$ cat src/rtl/game_timer_bcd.sv
// Purpose: BCD seconds game timer (up/down, preset load, pause/resume, clear, expiry flag).
// Latency: all outputs registered; controls act on the edge they are sampled; first step P edges after start.
// Backpressure: none; strobes are single-cycle controls, tick is a one-cycle pulse with no handshake.
//
// Ports:
//   sys_clk, sys_rst             clock, synchronous active-high reset
//   clear, load, load_bcd        clear to zero / preset (nibbles >9 clamp to 9)
//   dir, start, pause            direction (latched on accepted start), run, freeze
//   time_bcd, tenths_bcd         current time digits (digit 0 = units), tenths digit
//   tick, running, time_max_flag step pulse, RUN indicator, sticky terminal flag
// Optional feature: define GAME_TIMER_TENTHS_EN to count tenths of a second
// (prescaler period becomes CLK_FREQ_HZ/10); otherwise tenths_bcd stays 0.
module game_timer_bcd #(
  parameter int CLK_FREQ_HZ = 50_000_000,
  parameter int DIGITS      = 3
) (
  input  logic                sys_clk,
  input  logic                sys_rst,
  input  logic                clear,
  input  logic                load,
  input  logic [4*DIGITS-1:0] load_bcd,
  input  logic                dir,
  input  logic                start,
  input  logic                pause,
  output logic [4*DIGITS-1:0] time_bcd,
  output logic [3:0]          tenths_bcd,
  output logic                tick,
  output logic                running,
  output logic                time_max_flag
);

`ifdef GAME_TIMER_TENTHS_EN
  localparam int P = CLK_FREQ_HZ / 10;
`else
  localparam int P = CLK_FREQ_HZ;
`endif
  localparam int PW = (P > 1) ? $clog2(P) : 1;
  localparam int W  = 4 * DIGITS;
  localparam logic [PW-1:0] P_LAST = PW'(P - 1);

  typedef enum logic [1:0] {IDLE, RUN, PAUSE, DONE} state_t;

  state_t        state;
  logic [PW-1:0] presc;
  logic          dir_q;

  // One decimal step with ripple carry (up) or borrow (down).
  function automatic logic [W-1:0] bcd_step(input logic [W-1:0] v, input logic down);
    logic [W-1:0] r;
    logic         c;
    logic [3:0]   d;
    r = v;
    c = 1'b1;
    for (int i = 0; i < DIGITS; i++) begin
      d = v[4*i +: 4];
      if (c) begin
        if (!down) begin
          if (d == 4'd9) d = 4'd0;
          else begin d = d + 4'd1; c = 1'b0; end
        end else begin
          if (d == 4'd0) d = 4'd9;
          else begin d = d - 4'd1; c = 1'b0; end
        end
      end
      r[4*i +: 4] = d;
    end
    return r;
  endfunction

  // Terminal value: all nines counting up, all zeros counting down.
  function automatic logic is_terminal(input logic [W-1:0] v, input logic down);
    logic t;
    t = 1'b1;
    for (int i = 0; i < DIGITS; i++)
      if (v[4*i +: 4] != (down ? 4'd0 : 4'd9)) t = 1'b0;
    return t;
  endfunction

  function automatic logic [W-1:0] clamp_bcd(input logic [W-1:0] v);
    logic [W-1:0] r;
    for (int i = 0; i < DIGITS; i++)
      r[4*i +: 4] = (v[4*i +: 4] > 4'd9) ? 4'd9 : v[4*i +: 4];
    return r;
  endfunction

  logic [W-1:0] next_time;
  logic         next_term;
  logic         sec_due;

  assign next_time = bcd_step(time_bcd, dir_q);
  assign next_term = is_terminal(next_time, dir_q);

`ifdef GAME_TIMER_TENTHS_EN
  // Seconds advance only when tenths wraps (9->0 up, 0->9 down).
  assign sec_due = (presc == P_LAST) && (tenths_bcd == (dir_q ? 4'd0 : 4'd9));
`else
  assign sec_due = (presc == P_LAST);
`endif

  always_ff @(posedge sys_clk) begin
    if (sys_rst || clear) begin
      state         <= IDLE;
      presc         <= '0;
      dir_q         <= 1'b0;
      time_bcd      <= '0;
      tenths_bcd    <= 4'd0;
      tick          <= 1'b0;
      running       <= 1'b0;
      time_max_flag <= 1'b0;
    end else begin
      tick <= 1'b0;
      if (load && state != RUN) begin
        state         <= IDLE;
        presc         <= '0;
        time_bcd      <= clamp_bcd(load_bcd);
        tenths_bcd    <= 4'd0;
        running       <= 1'b0;
        time_max_flag <= 1'b0;
      end else if (pause) begin
        // pause outranks start in every state; it only changes state in RUN
        if (state == RUN) begin
          state   <= PAUSE;
          running <= 1'b0;
        end
      end else if (start && (state == IDLE || state == PAUSE)) begin
        dir_q <= dir;
        if (is_terminal(time_bcd, dir)) begin
          state         <= DONE;
          time_max_flag <= 1'b1;
          running       <= 1'b0;
          tenths_bcd    <= 4'd0;
        end else begin
          state   <= RUN;
          running <= 1'b1;
        end
      end else if (state == RUN) begin
        if (presc == P_LAST) begin
          presc <= '0;
`ifdef GAME_TIMER_TENTHS_EN
          if (dir_q) tenths_bcd <= (tenths_bcd == 4'd0) ? 4'd9 : tenths_bcd - 4'd1;
          else       tenths_bcd <= (tenths_bcd == 4'd9) ? 4'd0 : tenths_bcd + 4'd1;
`endif
          if (sec_due) begin
            time_bcd <= next_time;
            tick     <= 1'b1;
            if (next_term) begin
              state         <= DONE;
              time_max_flag <= 1'b1;
              running       <= 1'b0;
              tenths_bcd    <= 4'd0;
            end
          end
        end else begin
          presc <= presc + 1'b1;
        end
      end
    end
  end

endmodule
$ cat config.mk
export PLATFORM = sky130hd
export DESIGN_NAME = game_timer_bcd
export DESIGN_NICKNAME = d
export VERILOG_FILES = /design/src/rtl/game_timer_bcd.sv
export SDC_FILE = /design/constraint.sdc
export NUM_CORES = 1
export LEC_CHECK = 0
export ABC_CLOCK_PERIOD_IN_PS = 2100
export CORE_MARGIN = 1.5
export CORE_UTILIZATION = 50
export DETAILED_ROUTE_END_ITERATION = 8
export MAX_ROUTING_LAYER = met4
export PLACE_DENSITY = 0.77
export SLEW_MARGIN = 5
export SYNTH_ARGS = -nofsm -noshare
export SYNTH_HDL_FRONTEND = slang
export SYNTH_SLANG_ARGS = --single-unit
$ cat constraint.sdc
create_clock -name sys_clk -period 2.1 [get_ports sys_clk]
set_input_delay 0.63 -clock sys_clk [delete_from_list [all_inputs] [get_ports sys_clk]]
set_output_delay 0.63 -clock sys_clk [all_outputs]
set_load 0.01 [all_outputs]
==> flow_summary.toml <==
[synth]
seq_area_frac_synth_pct = 31.5
synth_top_area_cell = "dfxtp_1"
ys_ff_latch = 44
syn_inst = 367
synth_cell_types = 60
synth_edf_count = 0
syn-mean-instance-area_um2 = 7.62
synth-async-reset-ratio_pct = 0
synthFlopType = "dfxtp_1"
netlist_area_um2 = 2800
synth_area_leaders = "dfxtp_1, nor2_1, xor2_1"
yosysWarnings = 0
synth_top_area_share_pct = 31.5

[global_routing]
grt_pass1_wl_um = 13200
grt_usage_pct = 27.9
grt_max_degree = 26
antenna_found_initial = 0
grt_overflow = 0
grt_pass1_vias = 2943

[sta]
rsz0062_at_grt = "true"
fin_crit_sh_pct = 100
whs_ns = 0.472
fin_skew_ns = 0.00819
finalHoldViolCount = 0
fmax_mhz = 476
fin_tns_setup_ns = 0
final.min_clock_period_ns = 2.10
slew_viol_final = 0
setup_viol_count_final = 0

[worst_setup_path]
crit_fanout = 7
arrival_ns = 2.29
start_kind = "flip-flop"
required_ns = 2.29
worstSetupPathType = "reg -> reg"
critPathCaptureType = "flip-flop"

[power_and_ir_drop]
power.internal_uw = 1210
leakagePower_uw = 0.00148
ir_drop_v = 0.000402
p_seq_share_pct = 52.3
p_sw_share_pct = 26.7
switchingPower_uw = 439
p_comb_share_pct = 16.4
p_per_area_nw_per_um2 = 408
power.share.clock_pct = 31.3
total_power_uw = 1640

[clock_network]
htreeDepth = 2
cts.sinks = 44
worstSkewPairLatency_ns = 0.30
cts_buffers = 5
cts_buffer_depth = 2
cts_hold_buf = 0
cts-root-buf = "clkbuf_8"
cts_tree = "done"
clk_pin_slew_worst_paths_ns = 0.08

[detailed_routing]
initialDrtViolationCount = 172
wl_um = 8180
vias_per_cell = 5.71
wl_per_cell_um = 15.4
drtPass1Iterations = 5
num_vias = 3040
antenna_left = 0
route.detailed.drc = 0

[layout]
utilization_pct = 74.2
drive_gt1_share_pct = 30.4
nets = 480
area_growth_pct = 44.2
antenna_cells = 0

[place]
place.port_buffers = 33
dp_hpwl_um = 5690
place_congestion = 0.927

[floorplanning]
chipHeight_um = 77.8
floorplan.initialDensity_pct = 51.4
coreArea_um2 = 5440
dieArea_um2 = 6050
fp.dieW_um = 77.8
io_pins = 38
fp-row-count = 27

[job]
max_cap_viol_count = 0

[run_status]
status = "completed"

[min_path]
hp-class = "reg -> reg"
==> critical path, cell delays in order, from the launching register on <==
cell       delay [ns]
dfxtp_4          0.38
buf_6            0.12
nand4_1          0.14
buf_4            0.15
nor4_2           0.04
mux2_4           0.25
a221o_2          0.40
a2111oi_4        0.29
a21o_1           0.16
a21oi_1          0.05
==> layout by cell type (no fill, tap or decap), types with 13 or more instances in the layout <==
cell type	netlist	layout
xor2_1	20	20
nand2_1	37	36
dfxtp_1	44	30
o21ai_0	17	13
buf_4	4	67
clkdlybuf4s50_1	0	31
nor2_1	52	49
a21oi_1	21	20
==> area by class of cell <==
class	instances	area (um2)
clock buffer	5	68.8
clock inverter	2	12.5
fill	389	1410
inverter	12	45.0
multi-input combinational	291	2000
sequential	44	903
tap	72	90.1
timing repair buffer	106	911
==> synth_stat cells (4+ instances only) <==
cell type and count:
or2_2 4, nor2b_1 4, xnor2_1 12, and2_1 7
a21oi_1 21, and3_1 4, xor2_1 20, nand3_1 15
nand2b_1 5, nor3_1 9, or3_1 4, o21ai_0 17
inv_1 12, a211oi_1 4, buf_4 4, dfxtp_1 44
a31oi_1 5, nand4_1 10, buf_2 5, nand2_1 37
o211ai_1 4, nor2_1 52, clkbuf_1 10, a22oi_1 4
==> routing by layer <==
layer  share of wire, %  vias to the layer above  GRT usage, %
met3                5.1                       18          5.18
met5                  0                        -             -
met4                1.7                        0          9.09
li1                   -                     1469             -
met1                 42                     1478          33.1
met2                 51                       75          47.3
==> kinds of logic (layout without fill, tap and decap cells) <==
kind of cell               Yosys count  after routing  synth area share [%]
buffers and inverters               35            125                  5.72
adders and majority gates            1              1                 0.447
other                                1              4                 0.134
muxes                                3              3                  1.21
and+or+nand+nor                    177            177                  33.2
DFF                                 44             44                  31.5
xor gates and xnor gates            32             32                  10.0
AOI/OAI and AO/OA                   74             74                  17.8
==> worst paths after layout <==
check                 from       endpoint  slack [ns]  depth (start not counted)
max            time_bcd[3]        running      0.0003                          9
min          time_max_flag  time_max_flag        0.47                          2
max reg2reg    time_bcd[3]        running      0.0003                          9
min reg2reg  time_max_flag  time_max_flag        0.47                          2
==> power groups by stage <==
stage                     combinational (uW)  sequential [uW]  clock, uW
after floorplan                          126              875          0
after global placement                   236              878          0
after CTS                                253              857        523
after detailed placement                 240              878          0
after global routing                     295              862        560
final                                    270              860        515
==> flip-flops by register name, summed over array words and instances (netlist names) <==
name / cells
presc: 26
time_bcd: 12
state: 2
dir_q: 1
running: 1
tick: 1
time_max_flag: 1
==> per-stage QoR <==
stage          instance area [um2]  worst slack (ns)  std cells
2_1_floorplan                 2820            0.0111        370
5_1_grt                       4030           -0.0885        532
3_3_place_gp                  3610            -0.314        516
6_report                      4030          0.000285        532
4_1_cts                       3860           -0.0224        530
3_5_place_dp                  3610            -0.347        516
==> repair_timing <==
action                                  in CTS  in global routing
endpoints found under the setup margin      10                 38
pin swaps                                   16                 13
cloned                                       0                  0
setup buffers                                7                  3
gates resized for setup                     32                 37
Power figures use the tool's default switching activity.
